[src/rtl/serial_pkg.sv]
// rtl/serial_pkg.sv - shared types and constants for the serial deframer
// Contents:
//   state_t    FSM states IDLE, DATA, PARITY, STOP
//   START_BIT  line level of a start bit
//   STOP_BIT   line level of a stop bit
//   DIR_LEFT   lr value for a left shift (MSB first)
//   DIR_RIGHT  lr value for a right shift (LSB first)
//   cnt_width  width of a counter that can hold 0..data_w
package serial_pkg;

  typedef enum logic [1:0] {
    IDLE   = 2'd0,
    DATA   = 2'd1,
    PARITY = 2'd2,
    STOP   = 2'd3
  } state_t;

  localparam logic START_BIT = 1'b0;
  localparam logic STOP_BIT  = 1'b1;
  localparam logic DIR_LEFT  = 1'b0;
  localparam logic DIR_RIGHT = 1'b1;

  function automatic int cnt_width(input int data_w);
    return $clog2(data_w + 1);
  endfunction

endpackage

[src/rtl/serial_out_reg.sv]
// rtl/serial_out_reg.sv - single-entry valid/ready holding register with overrun detect
// Ports:
//   clk, rst    clock, asynchronous active-high reset
//   load        a completed word is offered this cycle
//   din         word offered with load
//   dout        held word, stable while dout_valid is 1
//   dout_valid  dout holds an unconsumed word
//   dout_ready  consumer accepts; transfer when dout_valid && dout_ready
//   overrun     one-cycle pulse: offered word dropped because the entry stayed full
module serial_out_reg #(
  parameter int DATA_W = 8
) (
  input  logic              clk,
  input  logic              rst,
  input  logic              load,
  input  logic [DATA_W-1:0] din,
  output logic [DATA_W-1:0] dout,
  output logic              dout_valid,
  input  logic              dout_ready,
  output logic              overrun
);

  logic xfer;
  logic accept;

  assign xfer   = dout_valid && dout_ready;
  // A word may enter when the entry is empty, or when the current word is
  // leaving in this same cycle.
  assign accept = load && (!dout_valid || dout_ready);

  always_ff @(posedge clk or posedge rst) begin
    if (rst) begin
      dout       <= '0;
      dout_valid <= 1'b0;
      overrun    <= 1'b0;
    end else begin
      overrun <= load && !accept;
      if (accept) begin
        dout       <= din;
        dout_valid <= 1'b1;
      end else if (xfer) begin
        dout_valid <= 1'b0;
      end
    end
  end

endmodule

[src/rtl/serial_deframer.sv]
// rtl/serial_deframer.sv - serial-to-parallel receiver with start/stop framing
// Optional feature macro: SERIAL_DEFRAMER_PARITY_EN (even parity bit after the data bits)
// Ports:
//   clk         system clock, rising edge
//   rst         asynchronous active-high reset
//   sdi         serial data from the shift register (SOL/SOR)
//   bit_en      bit strobe; sdi sampled only when 1
//   lr          0 = MSB first (left shift), 1 = LSB first (right shift); latched at start bit
//   dout        received word
//   dout_valid  dout holds an unconsumed word
//   dout_ready  consumer accepts
//   busy        frame reception in progress
//   frame_err   one-cycle pulse: stop bit sampled as 0
//   overrun     one-cycle pulse: completed word dropped, output still full
//   parity_err  one-cycle pulse: parity mismatch (0 when parity is not built)
module serial_deframer
  import serial_pkg::*;
#(
  parameter int DATA_W = 8
) (
  input  logic              clk,
  input  logic              rst,
  input  logic              sdi,
  input  logic              bit_en,
  input  logic              lr,
  output logic [DATA_W-1:0] dout,
  output logic              dout_valid,
  input  logic              dout_ready,
  output logic              busy,
  output logic              frame_err,
  output logic              overrun,
  output logic              parity_err
);

  localparam int CW = cnt_width(DATA_W);
  localparam logic [CW-1:0] LAST_BIT = CW'(DATA_W - 1);

  state_t            state, state_n;
  logic [DATA_W-1:0] shreg, shreg_n;
  logic [CW-1:0]     cnt, cnt_n;
  logic              lr_q, lr_n;
  logic              word_done;
  logic              ferr_n;
  logic              perr_n;
`ifdef SERIAL_DEFRAMER_PARITY_EN
  logic              par_q, par_n;
`endif

  always_ff @(posedge clk or posedge rst) begin
    if (rst) begin
      state     <= IDLE;
      shreg     <= '0;
      cnt       <= '0;
      lr_q      <= DIR_LEFT;
      frame_err <= 1'b0;
`ifdef SERIAL_DEFRAMER_PARITY_EN
      par_q      <= 1'b0;
      parity_err <= 1'b0;
`endif
    end else begin
      state     <= state_n;
      shreg     <= shreg_n;
      cnt       <= cnt_n;
      lr_q      <= lr_n;
      frame_err <= ferr_n;
`ifdef SERIAL_DEFRAMER_PARITY_EN
      par_q      <= par_n;
      parity_err <= perr_n;
`endif
    end
  end

`ifndef SERIAL_DEFRAMER_PARITY_EN
  assign parity_err = 1'b0;
`endif

  always_comb begin
    state_n   = state;
    shreg_n   = shreg;
    cnt_n     = cnt;
    lr_n      = lr_q;
    word_done = 1'b0;
    ferr_n    = 1'b0;
    perr_n    = 1'b0;
`ifdef SERIAL_DEFRAMER_PARITY_EN
    par_n     = par_q;
`endif
    if (bit_en) begin
      case (state)
        IDLE: begin
          if (sdi == START_BIT) begin
            lr_n    = lr;
            cnt_n   = '0;
            state_n = DATA;
          end
        end
        DATA: begin
          // After DATA_W shifts the first bit received sits at the MSB for
          // a left shift and at the LSB for a right shift.
          if (lr_q == DIR_LEFT) shreg_n = {shreg[DATA_W-2:0], sdi};
          else                  shreg_n = {sdi, shreg[DATA_W-1:1]};
          cnt_n = cnt + 1'b1;
          if (cnt == LAST_BIT) begin
`ifdef SERIAL_DEFRAMER_PARITY_EN
            state_n = PARITY;
`else
            state_n = STOP;
`endif
          end
        end
`ifdef SERIAL_DEFRAMER_PARITY_EN
        PARITY: begin
          par_n   = sdi;
          state_n = STOP;
        end
`endif
        STOP: begin
          state_n = IDLE;
          // Framing error wins over parity error; only a clean frame is
          // offered to the output register, so the pulses never coincide.
          if (sdi != STOP_BIT) begin
            ferr_n = 1'b1;
`ifdef SERIAL_DEFRAMER_PARITY_EN
          end else if ((^shreg) ^ par_q) begin
            perr_n = 1'b1;
`endif
          end else begin
            word_done = 1'b1;
          end
        end
        default: state_n = IDLE;
      endcase
    end
  end

  assign busy = (state != IDLE);

  serial_out_reg #(
    .DATA_W (DATA_W)
  ) u_out_reg (
    .clk        (clk),
    .rst        (rst),
    .load       (word_done),
    .din        (shreg),
    .dout       (dout),
    .dout_valid (dout_valid),
    .dout_ready (dout_ready),
    .overrun    (overrun)
  );

endmodule

[config.mk]
export PLATFORM = sky130hd
export DESIGN_NAME = serial_deframer
export DESIGN_NICKNAME = d
export VERILOG_FILES = /design/src/rtl/serial_pkg.sv /design/src/rtl/serial_out_reg.sv /design/src/rtl/serial_deframer.sv
export SDC_FILE = /design/constraint.sdc
export NUM_CORES = 1
export LEC_CHECK = 0
export BUFFER_PORTS_ARGS = -buffer_cell sky130_fd_sc_hd__buf_2
export CORE_ASPECT_RATIO = 0.5
export CORE_UTILIZATION = 30
export DETAILED_ROUTE_END_ITERATION = 8
export SLEW_MARGIN = 30
export SYNTH_ARGS = -nofsm -noshare
export SYNTH_HDL_FRONTEND = slang
export SYNTH_SLANG_ARGS = --single-unit
[constraint.sdc]
create_clock -name clk -period 2.6 [get_ports clk]
set_clock_uncertainty 0.1 [all_clocks]
set_input_delay 0.26 -clock clk [delete_from_list [all_inputs] [get_ports clk]]
set_output_delay 0.26 -clock clk [all_outputs]
set_load 0.05 [all_outputs]
==> results.md <==
* Synth Flop Type: dfrtp_1
* Post-route ant nets at 0
* M2 GR Usage at 17.9%
* R2r setup slk at 0.82 ns
* RSZ-0062 raised after global routing: false
* Remaining design rule violation count at 0
* Post-synthesis sequential area ratio at 55.0%
* Worst EP required at 2.66 ns
* GR peak layer: met2
* Final Hold Vio Count at 0
* Total core area at 3600 um^2
* CTS tree: done
* Initial core utilization at 32.8%
* FMAX at 0.563 GHz
* Max-slew violation count at 0
* Cell variety after synth at 30
* HP Start: lr
* Via density at 4.50
* Worst-path clk slew at 0.09 ns
* Clk_lat worst skew at 0.27 ns
* Via count at 752
* Post-CTS Hold Buffers at 1
* Total Routing Usage GR at 10.9%
* Final min period at 1.78 ns
* Worst slew margin at 58.8%
* Hold Worst Slack at 0.117 ns
* Final nets at 124
* Ys Warns at 0
* Ratio of cells with drive above 1 in the final layout at 28.4%
* Post-DR wirelength/cell at 12.6 um
* Largest net degree at the start of global routing at 27
* Max IR drop VDD at 0.230 mV
* Top Ports at 19
* Asr flop ratio synth at 100%
* Antenna violations before repair at 0
* Status: finished clean
* Inserted Clock Buffers at 3
* Clk sinks at 26
* Num rows at 15
* IO Port Bufs at 17
* Total power draw at 0.00135 W
* GR Util met3 at 3.80%
* FF-to-FF path depth at 3
* Worst hold endpoint: lr_q
* Setup tns final at 0 ns
* Worst R2R End: u_out_reg.dout[7]
* Total grt overflow at 0
* Max-cap check violation count at 0
* Worst Max-Slew Pin Slew at 0.615 ns
* Seq cells post-synth at 26
* Setup bufs post-CTS at 0
* Post-DP HPWL at 1.43 mm
* Die area at 4210 um^2
* Endpoints failing setup at 0
* Average cell area after synthesis at 11.9 um^2
* Post-CTS Resized at 0
* R2R Path Start: state[0]
* Classification of the worst-slack hold path: in -> reg
* Hold depth at 2
* Share of the cycle needed by the critical path after routing at 68.4%
* Routability Congestion at 0.819
* Leakage power at 0.675 nW
* Clk buf depth at 2
* Post-detailed-routing wire length at 2.10 mm
* Die W at 90.8 um
* Initial DRC count at 47
* EDFF count, synth at 0
* Commonest non-fill, non-tap cell in the layout: dfrtp_1
* Crit Path Max Fanout at 10
* Cell count after synthesis at 99
* Mapped Area at 1180 um^2
* Post-Syn Nets at 106
* CP Launch Type: flop
* Die H at 46.4 um
* Pwr dens at 996 nW/um^2
* 1st-pass router iterations at 4
* Vias in the first global route at 665
* Crit Path Category: reg -> reg
* CP Capture Type: flop
* Clk root buf: clkbuf_8
* Most frequent cells in the layout: 26 x dfrtp_1, 17 x buf_2, 11 x nand2_1
* First-pass GRT wire length at 3.34 mm
* Data arrival time of the critical path at 1.84 ns
* H-tree levels at 1
* # diodes at 0
* Area Overhead vs Synth at 15.0%
* Met1 Resource Use GR at 13.3%
==> sequential cells by signal (all words and copies together), names as in the netlist <==
| name | count |
|---|---|
| shreg | 8 |
| u_out_reg.dout | 8 |
| cnt | 4 |
| state | 2 |
| frame_err | 1 |
| lr_q | 1 |
| u_out_reg.dout_valid | 1 |
| u_out_reg.overrun | 1 |
==> final cells by class <==
type	count	area (um^2)
sequential	26	651
multi-input combinational	63	473
fill	362	2240
inverter	4	15.0
timing repair buffer	19	103
tap	51	63.8
clock buffer	4	55.1
==> cells in the mapped netlist (all sizes together), types with 2 or more instances <==
cell type  count  area [um^2]
buf            5         38.8
nand3          2         10.0
a21oi          2         10.0
o21ai         10         50.0
nor2           3         11.3
mux2i          8         80.1
nand2b         4         25.0
inv            4         15.0
dfrtp         26          651
nand2         11         41.3
mux2           9          131
==> metrics by stage <==
step | utilization (%) | area (um^2) | setup WS [ns] | cells
5_1_grt | 37.7 | 1360 | 0.710 | 167
3_3_place_gp | 35.9 | 1290 | 0.869 | 162
4_1_cts | 37.7 | 1360 | 0.828 | 167
3_5_place_dp | 35.9 | 1290 | 0.837 | 162
2_1_floorplan | - | 1180 | 1.04 | 99
6_report | 37.7 | 1360 | 0.823 | 167
==> logic make-up after synthesis <==
group	synth area share, %
muxes	17.9
other	0.317
DFF	55.0
and+or+nand+nor	12.0
AOI/OAI and AO/OA	8.78
adders and majority gates	1.06
buffers and inverters	4.97
==> worst max-delay path by stage <==
stage	start	endpoint	slack, ns	cells after the start
6_report	state[0]	u_out_reg.dout[7]	0.82	3
5_1_grt	state[0]	u_out_reg.dout[7]	0.71	3
4_1_cts	state[0]	u_out_reg.dout[2]	0.83	3
3_5_place_dp	state[0]	u_out_reg.dout[3]	0.84	3
3_3_place_gp	state[0]	u_out_reg.dout[7]	0.87	3
2_1_floorplan	u_out_reg.dout_valid	u_out_reg.dout[0]	1.04	4
==> layer usage <==
metal | wire length, um | vias to the layer above
met3 | 79 | 2
li1 | - | 373
met4 | 8 | 0
met1 | 1000 | 361
met5 | 0 | -
met2 | 1010 | 16
==> report_power, final <==
group	total, W	switching [W]	internal, W	leakage, nW
clock	0.000261	0.000125	0.000135	0.0288
combinational	0.000442	0.000249	0.000193	0.309
sequential	0.000652	0.000133	0.000519	0.337
total	0.00135	0.000508	0.000847	0.675
==> worst max-delay path, stage by stage (launching register included) <==
cell     delay (ns)
dfrtp_1        0.51
nand4_2        0.17
nor2b_2        0.53
mux2_4         0.35
No activity file was read; power rests on OpenSTA's default activity.
